### src/rtl/button_press_classifier.sv
// Button gesture classifier: short, double, long and auto-repeat pulses
// from a debounced active-high button level.
module button_press_classifier #(
    parameter int unsigned CLK_PERIOD_NS = 10,
    parameter int unsigned LONG_PRESS_MS = 800,
    parameter int unsigned DOUBLE_GAP_MS = 250,
    parameter int unsigned REPEAT_MS     = 150
) (
    input  logic clk_in,
    input  logic rst_n_in,
    input  logic clean_in,
    output logic short_out,
    output logic double_out,
    output logic long_out,
    output logic repeat_out,
    output logic held_out,
    output logic busy_out
);

    localparam logic [63:0] PER    = 64'(CLK_PERIOD_NS);
    localparam logic [63:0] NS_MS  = 64'd1_000_000;
    localparam logic [63:0] LONG_L = (64'(LONG_PRESS_MS) * NS_MS + PER - 64'd1) / PER;
    localparam logic [63:0] GAP_L  = (64'(DOUBLE_GAP_MS) * NS_MS + PER - 64'd1) / PER;
    localparam logic [63:0] REP_L  = (64'(REPEAT_MS) * NS_MS + PER - 64'd1) / PER;

    localparam int LONG_CYC   = int'(LONG_L);
    localparam int GAP_CYC    = int'(GAP_L);
    localparam int REPEAT_CYC = int'(REP_L);

    localparam int MAX_A   = (LONG_CYC > GAP_CYC) ? LONG_CYC : GAP_CYC;
    localparam int MAX_CYC = (MAX_A > REPEAT_CYC) ? MAX_A : REPEAT_CYC;
    localparam int CNT_W   = $clog2(MAX_CYC + 1);

    localparam logic [CNT_W-1:0] LONG_LAST = CNT_W'(LONG_CYC - 1);
    localparam logic [CNT_W-1:0] GAP_LAST  = CNT_W'(GAP_CYC - 1);
    localparam logic [CNT_W-1:0] REP_LAST  = CNT_W'(REPEAT_CYC - 1);

    if (LONG_CYC < 2 || GAP_CYC < 2 || REPEAT_CYC < 2) begin : g_bad_timing
        $error("button_press_classifier: derived cycle counts must be >= 2");
    end

    typedef enum logic [2:0] {
        IDLE,
        PRESS1,
        WAIT2,
        LONG_HOLD,
        WAIT_REL
    } state_t;

    state_t           state_q, state_d;
    logic [CNT_W-1:0] cnt_q, cnt_d;
    logic             clean_q;
    logic             short_q, short_d;
    logic             double_q, double_d;
    logic             long_q, long_d;
    logic             repeat_q, repeat_d;
    logic             rise;

    assign rise = clean_in & ~clean_q;

    // Gesture FSM: next state, counter and pulse decisions
    always_comb begin
        state_d  = state_q;
        cnt_d    = cnt_q;
        short_d  = 1'b0;
        double_d = 1'b0;
        long_d   = 1'b0;
        repeat_d = 1'b0;
        unique case (state_q)
            IDLE: begin
                if (rise) begin
                    state_d = PRESS1;
                    cnt_d   = '0;
                end
            end
            PRESS1: begin
                if (!clean_in) begin
                    state_d = WAIT2;
                    cnt_d   = '0;
                end else if (cnt_q == LONG_LAST) begin
                    long_d  = 1'b1;
                    state_d = LONG_HOLD;
                    cnt_d   = '0;
                end else begin
                    cnt_d = cnt_q + CNT_W'(1);
                end
            end
            WAIT2: begin
                if (rise) begin
                    double_d = 1'b1;
                    state_d  = WAIT_REL;
                    cnt_d    = '0;
                end else if (cnt_q == GAP_LAST) begin
                    short_d = 1'b1;
                    state_d = IDLE;
                    cnt_d   = '0;
                end else begin
                    cnt_d = cnt_q + CNT_W'(1);
                end
            end
            LONG_HOLD: begin
                if (!clean_in) begin
                    state_d = IDLE;
                    cnt_d   = '0;
                end else if (cnt_q == REP_LAST) begin
                    repeat_d = 1'b1;
                    cnt_d    = '0;
                end else begin
                    cnt_d = cnt_q + CNT_W'(1);
                end
            end
            WAIT_REL: begin
                if (!clean_in) begin
                    state_d = IDLE;
                    cnt_d   = '0;
                end
            end
            default: begin
                state_d = IDLE;
                cnt_d   = '0;
            end
        endcase
    end

    // State, counter, edge history and registered pulses
    always_ff @(posedge clk_in or negedge rst_n_in) begin
        if (!rst_n_in) begin
            state_q  <= IDLE;
            cnt_q    <= '0;
            clean_q  <= 1'b1;
            short_q  <= 1'b0;
            double_q <= 1'b0;
            long_q   <= 1'b0;
            repeat_q <= 1'b0;
        end else begin
            state_q  <= state_d;
            cnt_q    <= cnt_d;
            clean_q  <= clean_in;
            short_q  <= short_d;
            double_q <= double_d;
            long_q   <= long_d;
            repeat_q <= repeat_d;
        end
    end

    assign short_out  = short_q;
    assign double_out = double_q;
    assign long_out   = long_q;
    assign repeat_out = repeat_q;
    assign held_out   = (state_q == LONG_HOLD);
    assign busy_out   = (state_q != IDLE);

endmodule
### config.mk
export PLATFORM = sky130hd
export DESIGN_NAME = button_press_classifier
export DESIGN_NICKNAME = d
export VERILOG_FILES = /design/src/rtl/button_press_classifier.sv
export SDC_FILE = /design/constraint.sdc
export NUM_CORES = 1
export LEC_CHECK = 0
export CAP_MARGIN = 20
export CORE_ASPECT_RATIO = 1.5
export CORE_MARGIN = 2
export CORE_UTILIZATION = 35
export CTS_CLUSTER_DIAMETER = 50
export DETAILED_ROUTE_END_ITERATION = 10
export HOLD_SLACK_MARGIN = 0.05
export PLACE_DENSITY = 0.5
export SYNTH_ARGS = -nofsm -noshare
export SYNTH_HDL_FRONTEND = slang
export SYNTH_SLANG_ARGS = --single-unit
### constraint.sdc
create_clock -name clk_in -period 1.95 [get_ports clk_in]
set_input_delay 0.585 -clock clk_in [delete_from_list [all_inputs] [get_ports clk_in]]
set_output_delay 0.585 -clock clk_in [all_outputs]
set_load 0.01 [all_outputs]
==> results of run 1 <==
-- sequential cells by signal, summed over array words and instances (netlist names) --
name        cells
cnt_q          27
double_out      1
repeat_out      1
clean_q         1
long_out        1
short_out       1
state_q         3
-- worst max-delay path: stages (launching register included) --
cell and delay, ps:
sky130_fd_sc_hd__dfrtp_1 390, sky130_fd_sc_hd__or4b_4 560, sky130_fd_sc_hd__nor4_4 140, sky130_fd_sc_hd__buf_4 140, sky130_fd_sc_hd__a21o_1 130, sky130_fd_sc_hd__buf_6 100
sky130_fd_sc_hd__a21bo_4 240, sky130_fd_sc_hd__buf_12 150, sky130_fd_sc_hd__a221o_1 310
-- logic make-up (layout without fill, tap and decap cells) --
| logic type | count (synthesis) | after routing | share of synthesized area, % |
|---|---|---|---|
| xor+xnor | 2 | 2 | 0.838 |
| buf+inv | 21 | 96 | 4.49 |
| fa+ha+maj | 1 | 1 | 0.599 |
| flops | 35 | 35 | 42.0 |
| compound gates | 60 | 61 | 17.7 |
| mux | 2 | 2 | 0.958 |
| simple gates | 117 | 117 | 33.4 |
-- synthesized netlist by cell type (2+ instances only) --
| cell | n |
|---|---|
| sky130_fd_sc_hd__inv_1 | 11 |
| sky130_fd_sc_hd__or3_1 | 15 |
| sky130_fd_sc_hd__nor3b_1 | 7 |
| sky130_fd_sc_hd__nand2b_1 | 3 |
| sky130_fd_sc_hd__mux2i_1 | 2 |
| sky130_fd_sc_hd__a21o_1 | 11 |
| sky130_fd_sc_hd__nor2_1 | 17 |
| sky130_fd_sc_hd__o21ai_0 | 24 |
| sky130_fd_sc_hd__dfrtp_1 | 34 |
| sky130_fd_sc_hd__or2_2 | 2 |
| sky130_fd_sc_hd__a21oi_1 | 15 |
| sky130_fd_sc_hd__nand3b_1 | 2 |
| sky130_fd_sc_hd__clkbuf_1 | 5 |
| sky130_fd_sc_hd__nor4_1 | 11 |
| sky130_fd_sc_hd__a22o_1 | 2 |
| sky130_fd_sc_hd__nor3_2 | 2 |
| sky130_fd_sc_hd__nand2_1 | 18 |
| sky130_fd_sc_hd__nand3_1 | 11 |
| sky130_fd_sc_hd__nor3_1 | 5 |
| sky130_fd_sc_hd__buf_2 | 3 |
| sky130_fd_sc_hd__nand4_1 | 10 |
-- layout make-up --
cell class              count  area [um2]
clock inverters             1        5.00
flip-flops and latches     35         877
multi-input cells         183        1290
inverters                  11        41.3
fillers                   563        2730
well taps                  72        90.1
clock buffers               6        82.6
repair buffers             78         669
-- what timing repair did --
item | 4_1_cts | 5_1_grt
endpoints found under the setup margin | 29 | 30
gates cloned | 1 | 0
pin swaps | 4 | 0
setup buffers | 6 | 1
resized for setup | 32 | 16
hold endpoints to repair | 0 | 0
-- report_power, final --
group / total [mW] / switching (mW) / leakage, nW / internal (mW)
clock: 0.550 / 0.273 / 0.0470 / 0.278
sequential: 0.767 / 0.0161 / 0.482 / 0.751
combinational: 0.575 / 0.302 / 0.892 / 0.274
total: 1.89 / 0.591 / 1.42 / 1.30
-- metrics by stage --
| stage | setup TNS (ps) | power [mW] | utilization [%] | worst slack, ps |
|---|---|---|---|---|
| 2_1_floorplan | -1010 | 1.03 | - | -91.5 |
| 5_1_grt | -9150 | 1.98 | 52.9 | -430 |
| 3_3_place_gp | -14580 | 1.22 | 47.4 | -632 |
| 6_report | -5970 | 1.89 | 52.9 | -325 |
| 3_5_place_dp | -15200 | 1.23 | 47.4 | -653 |
| 4_1_cts | -6310 | 1.87 | 51.4 | -335 |
-- path summary, 6_finish.rpt --
kind	end	slack [ps]	cells past startpoint
worst max-delay path	cnt_q[6]	-320	8
worst min-delay path	state_q[0]	220	1
worst max register to register	cnt_q[6]	-320	8
worst min register to register	cnt_q[25]	600	2
max in group asynchronous	clean_q	1210	2
min in group clk_in	cnt_q[25]	600	2
-- routing by layer --
metal	global-route usage, %	vias to the layer above	share of wire (%)
li1	-	1025	-
met1	25.5	1023	41
met2	37.8	46	53
met3	3.54	17	2.5
met4	8.01	0	3.6
met5	0	-	0
==> key figures, run 1 <==
Layout
  • Fraction of final layout cells with drive strength greater than 1: 35.7%
  • Final std cells w/o fill: between 300 and 400
  • Number of diodes: 0
  • Nets@finish: between 300 and 400
  • Leading cell type in the layout, fill and taps excluded: sky130_fd_sc_hd__buf_4
  • Synthesis-to-layout area growth: 46.5%
  • Cell area after layout: about 0.0031 mm2
  • Top library cells by usage in the layout, fill and taps aside: 60 x sky130_fd_sc_hd__buf_4, 34 x sky130_fd_sc_hd__dfrtp_1, 18 x sky130_fd_sc_hd__nand2_1

Clock network
  • Number of buffers added by the clock tree synthesis step: 5
  • CTS clock-pin slew for the worst setup and hold paths: about 80 ps
  • Number of hold-repair buffers added at the cts stage: 0
  • Clock insertion delay at the later pin of the skew report: 290 ps
  • Root buf cell: sky130_fd_sc_hd__clkbuf_8
  • Max clock buf depth: 2
  • Num Clock Sinks: 35
  • TritonCTS clock tree: yes
  • CTS HTree Levels: 2

Yosys
  • Synthesized area per cell: slightly below 9 um2
  • Synthesis Warnings: 0
  • Netlist area before placement: between 0.002 and 0.0025 mm2
  • Total nets after synthesis: 242
  • Async SR Flop Fraction: 100%
  • Synth top area cells: sky130_fd_sc_hd__dfrtp_1 41%, sky130_fd_sc_hd__o21ai_0 5.7%, sky130_fd_sc_hd__or3_1 4.5%
  • Most common flop cell mapped by yosys: sky130_fd_sc_hd__dfrtp_1
  • Proportion of netlist area held by the largest area contributor: 40.7%
  • Synthesized flop and latch total: 35
  • Gate Count Post-Synth: 238
  • Cell type with the highest aggregate area in the netlist: sky130_fd_sc_hd__dfrtp_1
  • Sequential element share of the synthesized area: about two fifths
  • Post-synth EDFFs: 0
  • Library cells used by synthesis: just under 50

Route
  • Total number of vias: between 2000 and 2500
  • Vias per cell: 5.47
  • Number of violations reported at the end of detailed-routing iteration 0: 117
  • Count of unresolved DRC violations after routing: 0
  • Antenna Violating Nets Remaining: 0
  • Routed len/inst: between 15 and 20 um
  • Detailed-route wire length: 6610 um
  • First-pass iteration count of the detailed router: 4

Timing
  • Worst clock skew: about 10 ps
  • Final WS setup: -325 ps
  • Number of failing hold endpoints at the final stage: 0
  • Remaining max-slew budget at the tightest pin: 71.3%
  • Worst hold slack across all endpoints: roughly 220 ps
  • RSZ-0062 raised after global routing: true
  • Number of max-slew violations in the final report: 0
  • Number of setup violations in the final report: 27
  • Share of the cycle needed by the critical path after routing: 117%
  • Final worst path period need: about 2300 ps
  • Fmax achieved: 0.440 GHz
  • Worst Tran Pin Value: between 400 and 500 ps

Global routing
  • Largest net degree at the start of global routing: 20
  • Number of antenna violations at the first check in global routing: 0
  • Global-route wire length before repair: 10700 um
  • GRT Overall Usage: about 21%
  • Grt total ovfl: 0
  • Vias in the first global route: ~2100

Floorplanning
  • Die Width: approximately 67 um
  • Floorplan die area: 0.00662 mm2
  • Starting density of the core: between 30% and 40%
  • Vertical extent of the die: ~99 um
  • Number of primary I/O pins: 9
  • Area of the core region: around 0.0058 mm2
  • Number of rows in the core area: 34

Power and ir drop
  • Worst VDD drop: roughly 0.47 mV
  • Ratio of total power to cell area: around 620 mW/mm2
  • Static leakage power: 1.42 nW

Place
  • DP Area: between 0.002 and 0.003 mm2
  • Global placer's final weighted congestion: ~0.88
  • HPWL after detailed placement: approximately 4600 um
  • Port Buffer Count: 8
  • Placed Instances: between 300 and 400

Run
  • Number of max-cap violations: 0

Setup path
  • Setup crit start: cnt_q[7]
  • Worst Path Arrival: 2460 ps
  • Startpoint of the lowest-slack register-to-register path: cnt_q[7]
  • Critical Path Source Type: flop
  • Max FO, Critical Path: 10
  • Worst setup EP type: flop
  • Critical path data required time: 2130 ps
  • Critical Setup Path Class: reg -> reg

Worst hold path
  • Hold WC Path Type: in -> async

Status
  • Failing checks: setup timing
  • Status: finished, violations left
(Power assumes the default switching activity.)
==> inputs of run 2 (changes only) <==
PLACE_DENSITY = not set   (was 0.5)
==> run 2 against run 1 <==
Compared with the run above:
- critical endpoint unchanged
- flip-flop and latch count unchanged
- wire length decreased by 2.6%
- the flow still finishes with violations (setup timing)
- clock skew decreased by 1.7 ps
- core utilization increased by 0.65 points
- clock power decreased by 11%
- largest power group unchanged
==> key figures, run 2 (synthesized netlist as in run 1, its figures left out) <==
Status
  • Status: finished, violations left (unchanged)
  • Failing checks: setup timing (unchanged)

Route
  • Total number of vias: 2178 (was 2111)
  • Routed len/inst: 16.3 um (was 17.1 um)
  • Antenna Violating Nets Remaining: 0 (unchanged)
  • Detailed-route wire length: 6440 um (was 6610 um)
  • Count of unresolved DRC violations after routing: 0 (unchanged)
  • Number of violations reported at the end of detailed-routing iteration 0: 142 (was 117)
  • Vias per cell: 5.53 (was 5.47)
  • First-pass iteration count of the detailed router: 4 (unchanged)

Layout
  • Post-layout util: 53.5% (was 52.9%)
  • Fraction of final layout cells with drive strength greater than 1: 34.8% (was 35.7%)
  • Top library cells by usage in the layout, fill and taps aside: 71 x sky130_fd_sc_hd__buf_4, 34 x sky130_fd_sc_hd__dfrtp_1, 18 x sky130_fd_sc_hd__nand2_1 (was 60 x sky130_fd_sc_hd__buf_4, 34 x sky130_fd_sc_hd__dfrtp_1, 18 x sky130_fd_sc_hd__nand2_1)
  • Synthesis-to-layout area growth: 48.3% (was 46.5%)
  • Largest register FFs: 27 (unchanged)
  • Registers with the most flip-flops: cnt_q: 27 flops, state_q: 3 flops (unchanged)
  • Leading cell type in the layout, fill and taps excluded: sky130_fd_sc_hd__buf_4 (unchanged)
  • Number of diodes: 0 (unchanged)
  • Nets@finish: 327 (was 318)
  • Biggest register: cnt_q (unchanged)

Setup path
  • Slowest cell on crit path: sky130_fd_sc_hd__or4b_4 (unchanged)
  • Capturing point of the worst reg2reg path: cnt_q[6] (unchanged)
  • Maximum single-stage delay on the critical path: 560 ps (about the same)
  • Critical Path Source Type: flop (unchanged)
  • Chain of cells forming the critical path: or4b_4, nor4_4, a21o_1, buf_4, a21boi_4, buf_12, nor2_1, a221o_1 (was or4b_4, nor4_4, buf_4, a21o_1, buf_6, a21bo_4, buf_12, a221o_1)
  • Worst Path Arrival: 2380 ps (was 2460 ps)
  • Critical path data required time: 2120 ps (was 2130 ps)
  • Max FO, Critical Path: 17 (was 10)
  • Register-to-Register Setup Slack: -260 ps (was -320 ps)
  • Startpoint of the lowest-slack register-to-register path: cnt_q[8] (was cnt_q[7])
  • Worst setup EP type: flop (unchanged)
  • Number of cell instances on the worst register-to-register path: 8 (unchanged)
  • Critical Setup Path Class: reg -> reg (unchanged)

Timing
  • Number of max-slew violations in the final report: 0 (unchanged)
  • Worst Tran Pin Value: 472 ps (was 431 ps)
  • Remaining max-slew budget at the tightest pin: 68.5% (was 71.3%)
  • Final WS setup: -258 ps (was -325 ps)
  • Number of failing hold endpoints at the final stage: 0 (unchanged)
  • Final worst path period need: 2210 ps (was 2270 ps)
  • Share of the cycle needed by the critical path after routing: 113% (was 117%)
  • Worst clock skew: 8.63 ps (was 10.3 ps)
  • Number of setup violations in the final report: 27 (unchanged)
  • Fmax achieved: 0.453 GHz (was 0.440 GHz)
  • RSZ-0062 raised after global routing: true (unchanged)

Floorplanning
  • Number of rows in the core area: 34 (unchanged)
  • Vertical extent of the die: 98.6 um (unchanged)
  • Number of primary I/O pins: 9 (unchanged)
  • Floorplan die area: 0.00662 mm2 (unchanged)
  • Area of the core region: 0.00579 mm2 (unchanged)
  • Die Width: 67.1 um (unchanged)
  • Starting density of the core: 36.1% (unchanged)

Power and ir drop
  • Cell-internal power: 1.25 mW (was 1.30 mW)
  • Comb pwr share: 29.5% (was 30.4%)
  • Ratio of total power to cell area: 581 mW/mm2 (was 619 mW/mm2)
  • Fraction of power spent switching nets: 30.7% (was 31.2%)
  • Switching power total: 553 uW (was 591 uW)
  • Static leakage power: 1.45 nW (was 1.42 nW)
  • Clk pwr share: 27.3% (was 29.1%)
  • Sequential group share of total power: 43.2% (was 40.5%)
  • Worst VDD drop: 0.303 mV (was 0.466 mV)

Clock network
  • Max clock buf depth: 2 (unchanged)
  • Number of hold-repair buffers added at the cts stage: 0 (unchanged)
  • Number of buffers added by the clock tree synthesis step: 5 (unchanged)
  • Clock insertion delay at the later pin of the skew report: 290 ps (about the same)
  • Num Clock Sinks: 35 (unchanged)
  • Root buf cell: sky130_fd_sc_hd__clkbuf_8 (unchanged)
  • CTS clock-pin slew for the worst setup and hold paths: 70 ps (was 80 ps)
  • CTS HTree Levels: 2 (unchanged)
  • TritonCTS clock tree: yes (unchanged)

Global routing
  • Number of antenna violations at the first check in global routing: 0 (unchanged)
  • Global-route wire length before repair: 9790 um (was 10700 um)
  • Largest net degree at the start of global routing: 36 (was 20)
  • Vias in the first global route: 2038 (was 2102)
  • GRT Overall Usage: 19.7% (was 21.5%)
  • Grt total ovfl: 0 (unchanged)

Place
  • Port Buffer Count: 8 (unchanged)
  • Post-Place Setup Slack: -705 ps (was -653 ps)
  • Global placer's final weighted congestion: 0.862 (was 0.876)
  • HPWL after detailed placement: 4220 um (was 4620 um)

Worst hold path
  • Hold WC Path Type: in -> async (unchanged)

Run
  • Number of max-cap violations: 0 (unchanged)
-- run 2: per-layer routing --
layer | part of all wire [%] | vias up | routed length [um] | GRT usage, %
met4 | 4.4 | 0 | 286 | 10.8
met5 | 0 | - | 0 | 0
met1 | 39 | 1045 | 2500 | 22.0
li1 | - | 1047 | - | -
met2 | 53 | 64 | 3410 | 34.7
met3 | 3.8 | 22 | 244 | 2.63
-- run 2: final cells by class --
cell class                 instances  area [um2]
fill                             529        2690
multi-input combinational        184        1310
sequential                        35         877
timing repair buffer              86         709
tap                               72        90.1
clock buffer                       6        72.6
inverter                          11        41.3
-- run 2: critical path, delay by kind of cell, from the launching register on --
kind | cells | cell delay, ps
AO/OA/AOI/OAI | 3 | 630
buffers and inverters | 2 | 290
flip-flops | 1 | 390
AND/OR/NAND/NOR | 3 | 790
-- run 2: worst max path at each step --
stage	from	to	slack [ps]	cells after the start
3_3_place_gp	cnt_q[7]	cnt_q[18]	-720	7
2_1_floorplan	cnt_q[25]	cnt_q[6]	-90	7
3_5_place_dp	cnt_q[7]	cnt_q[5]	-710	7
4_1_cts	cnt_q[8]	cnt_q[6]	-380	8
5_1_grt	cnt_q[8]	cnt_q[6]	-320	8
6_report	cnt_q[8]	cnt_q[6]	-260	8
-- run 2: power groups by stage --
stage          sequential, mW  combinational, mW  clock (mW)
3_5_place_dp            0.784              0.430           0
3_3_place_gp            0.781              0.422           0
4_1_cts                 0.770              0.477       0.508
6_report                0.778              0.531       0.491
5_1_grt                 0.780              0.577       0.538
2_1_floorplan           0.791              0.235           0
-- run 2: through the flow --
stage	power [mW]	instances	cell area, um2	hold WS, ps	setup TNS, ps
global placement	1.20	371	2720	576	-15930
global route	1.89	394	3100	361	-7110
detailed placement	1.21	371	2720	583	-15890
floorplan	1.03	238	2130	289	-1010
CTS	1.76	381	2870	348	-7880
finish	1.80	394	3100	329	-5400
-- run 2: what timing repair did --
| action | CTS | global route |
|---|---|---|
| gates resized for setup | 15 | 27 |
| gates cloned | 1 | 2 |
| setup endpoints to repair | 29 | 27 |
| setup buffers | 5 | 11 |
| pin swaps | 4 | 15 |
==> inputs of run 3 (changes only) <==
clock period = 2.5 ns   (was 1.95 ns; I/O delays follow)
==> run 3 against run 2 <==
Compared with the run above:
- the run now ends clean
- first-iteration DRC count up 17%
- core utilization down 6.3 points
- non-clock buffer count decreased by 34
- clock power decreased by 6.5%
- flip-flop and latch count stayed put
- final area is 12% lower
- sequential share of layout area grew 3.8 points
- final cell count decreased by 8.1%
- highest routed layer unchanged
==> key figures, run 3 (synthesized netlist as in run 1, its figures left out) <==
Place
  • Global placer's final weighted congestion: 0.822 (was 0.862)
  • HPWL after detailed placement: 3950 um (was 4220 um)
  • DP Area: 0.00249 mm2 (was 0.00272 mm2)
  • Placed Instances: 345 (was 371)
  • Post-Place Setup Slack: -327 ps (was -705 ps)
  • Port Buffer Count: 8 (unchanged)

Clock network
  • Number of buffers added by the clock tree synthesis step: 5 (unchanged)
  • TritonCTS clock tree: yes (unchanged)
  • Num Clock Sinks: 35 (unchanged)
  • CTS clock-pin slew for the worst setup and hold paths: 70 ps (about the same)
  • Clock insertion delay at the later pin of the skew report: 290 ps (about the same)
  • Root buf cell: sky130_fd_sc_hd__clkbuf_8 (unchanged)
  • Max clock buf depth: 2 (unchanged)
  • CTS HTree Levels: 2 (unchanged)

Layout
  • Post-layout util: 47.3% (was 53.5%)
  • Registers with the most flip-flops: cnt_q: 27 flops, state_q: 3 flops (unchanged)
  • Top library cells by usage in the layout, fill and taps aside: 42 x sky130_fd_sc_hd__buf_4, 34 x sky130_fd_sc_hd__dfrtp_1, 24 x sky130_fd_sc_hd__o21ai_0 (was 71 x sky130_fd_sc_hd__buf_4, 34 x sky130_fd_sc_hd__dfrtp_1, 18 x sky130_fd_sc_hd__nand2_1)
  • Largest register FFs: 27 (unchanged)
  • Biggest register: cnt_q (unchanged)
  • Leading cell type in the layout, fill and taps excluded: sky130_fd_sc_hd__buf_4 (unchanged)
  • Number of diodes: 0 (unchanged)
  • Cell area after layout: 0.00273 mm2 (was 0.00310 mm2)
  • Fraction of final layout cells with drive strength greater than 1: 22.8% (was 34.8%)
  • Final std cells w/o fill: 362 (was 394)
  • Nets@finish: 293 (was 327)
  • Synthesis-to-layout area growth: 30.8% (was 48.3%)

Setup path
  • Critical path data required time: 2680 ps (was 2120 ps)
  • Maximum single-stage delay on the critical path: 570 ps (was 560 ps)
  • Startpoint of the lowest-slack register-to-register path: cnt_q[7] (was cnt_q[8])
  • Critical Path Source Type: flop (unchanged)
  • Max FO, Critical Path: 16 (was 17)
  • Worst Path Arrival: 2590 ps (was 2380 ps)
  • Critical path endpoint: cnt_q[6] (unchanged)
  • Slowest cell on crit path: sky130_fd_sc_hd__or4b_1 (was sky130_fd_sc_hd__or4b_4)
  • Setup crit start: cnt_q[7] (was cnt_q[8])
  • Chain of cells forming the critical path: or4b_1, nor4_2, a21o_1, buf_4, a21bo_1, buf_12, a221o_1 (was or4b_4, nor4_4, a21o_1, buf_4, a21boi_4, buf_12, nor2_1, a221o_1)
  • Register-to-Register Setup Slack: 90 ps (was -260 ps)
  • Critical Setup Path Class: reg -> reg (unchanged)
  • Number of cell instances on the worst register-to-register path: 7 (was 8)
  • Capturing point of the worst reg2reg path: cnt_q[6] (unchanged)
  • Worst setup EP type: flop (unchanged)

Timing
  • Final worst path period need: 2410 ps (was 2210 ps)
  • Worst Tran Pin Value: 849 ps (was 472 ps)
  • Number of failing hold endpoints at the final stage: 0 (unchanged)
  • Final WS setup: 94.4 ps (was -258 ps)
  • Number of setup violations in the final report: 0 (was 27)
  • Worst clock skew: 7.71 ps (was 8.63 ps)
  • Number of max-slew violations in the final report: 0 (unchanged)
  • Fmax achieved: 0.416 GHz (was 0.453 GHz)
  • Setup tns final: 0 ps (was -5400 ps)
  • Remaining max-slew budget at the tightest pin: 43.4% (was 68.5%)
  • Share of the cycle needed by the critical path after routing: 96.2% (was 113%)
  • Worst hold slack across all endpoints: 553 ps (was 329 ps)

Power and ir drop
  • Static leakage power: 1.21 nW (was 1.45 nW)
  • Ratio of total power to cell area: 521 mW/mm2 (was 581 mW/mm2)
  • Design Power: 1.42 mW (was 1.80 mW)
  • Worst VDD drop: 0.343 mV (was 0.303 mV)

Route
  • Routed len/inst: 16.3 um (about the same)
  • Total number of vias: 2002 (was 2178)
  • Vias per cell: 5.53 (about the same)
  • Count of unresolved DRC violations after routing: 0 (unchanged)
  • Number of violations reported at the end of detailed-routing iteration 0: 166 (was 142)
  • Antenna Violating Nets Remaining: 0 (unchanged)
  • First-pass iteration count of the detailed router: 4 (unchanged)
  • Detailed-route wire length: 5900 um (was 6440 um)

Floorplanning
  • Die Width: 67.1 um (unchanged)
  • Vertical extent of the die: 98.6 um (unchanged)
  • Number of primary I/O pins: 9 (unchanged)
  • Floorplan die area: 0.00662 mm2 (unchanged)
  • Number of rows in the core area: 34 (unchanged)
  • Area of the core region: 0.00579 mm2 (unchanged)
  • Starting density of the core: 36.1% (unchanged)

Status
  • Status: completed (was finished, violations left)

Global routing
  • Grt total ovfl: 0 (unchanged)
  • Global-route wire length before repair: 9660 um (was 9790 um)
  • Largest net degree at the start of global routing: 36 (unchanged)
  • Number of antenna violations at the first check in global routing: 0 (unchanged)
  • GRT Overall Usage: 19.3% (was 19.7%)
  • Vias in the first global route: 2024 (was 2038)

Worst hold path
  • Hold WC Path Type: reg -> reg (was in -> async)

Run
  • Number of max-cap violations: 0 (unchanged)
[run 3: cell count changes in the layout (fill, tap and decap cells not counted), sizes merged]
cell / previous run / this run
buf: 80 / 45
clkbuf: 6 / 8
clkdlybuf4s50: 4 / 6
a21bo: 2 / 1
a21boi: 2 / 3
dlygate4sd2: 1 / 0
[run 3: how the worst min path moves through the flow]
stage,start,end,cells after the start
4_1_cts,cnt_q[13],cnt_q[13],2
6_report,cnt_q[20],cnt_q[20],2
5_1_grt,cnt_q[5],cnt_q[5],1
3_3_place_gp,cnt_q[13],cnt_q[13],2
2_1_floorplan,rst_n_in,cnt_q[0],0
3_5_place_dp,cnt_q[13],cnt_q[13],2
[run 3: critical path, delay by kind of cell (launching register included)]
kind / cells / cell delay [ps]
flip-flops: 1 / 370
buffers and inverters: 2 / 280
AO/OA/AOI/OAI: 3 / 740
AND/OR/NAND/NOR: 2 / 900
[run 3: area by class of cell]
class,instances,area [um2]
fill,597,3050
inverter,11,41.3
multi-input combinational,184,1190
clock buffer,8,100
timing repair buffer,52,433
tap,72,90.1
sequential,35,877
[run 3: power by group]
part / switching (mW) / internal, mW
sequential: 0.0162 / 0.586
combinational: 0.196 / 0.167
clock: 0.208 / 0.252
total: 0.420 / 1.00
[run 3: repair_timing]
action	CTS	global route
buffers inserted	0	7
gates cloned	1	1
pin swaps	0	3
gates resized for setup	2	6
endpoints found under the setup margin	23	22
hold buffers	0	0
[run 3: routing by layer]
layer  GRT usage (%)  wire, um  part of all wire [%]  up-vias
li1                -         -                     -      982
met5               0         0                     0        -
met2            34.6      3130                    53       58
met1            22.0      2400                    41      952
met4            8.95       133                   2.3        0
met3            2.40       237                   4.0       10
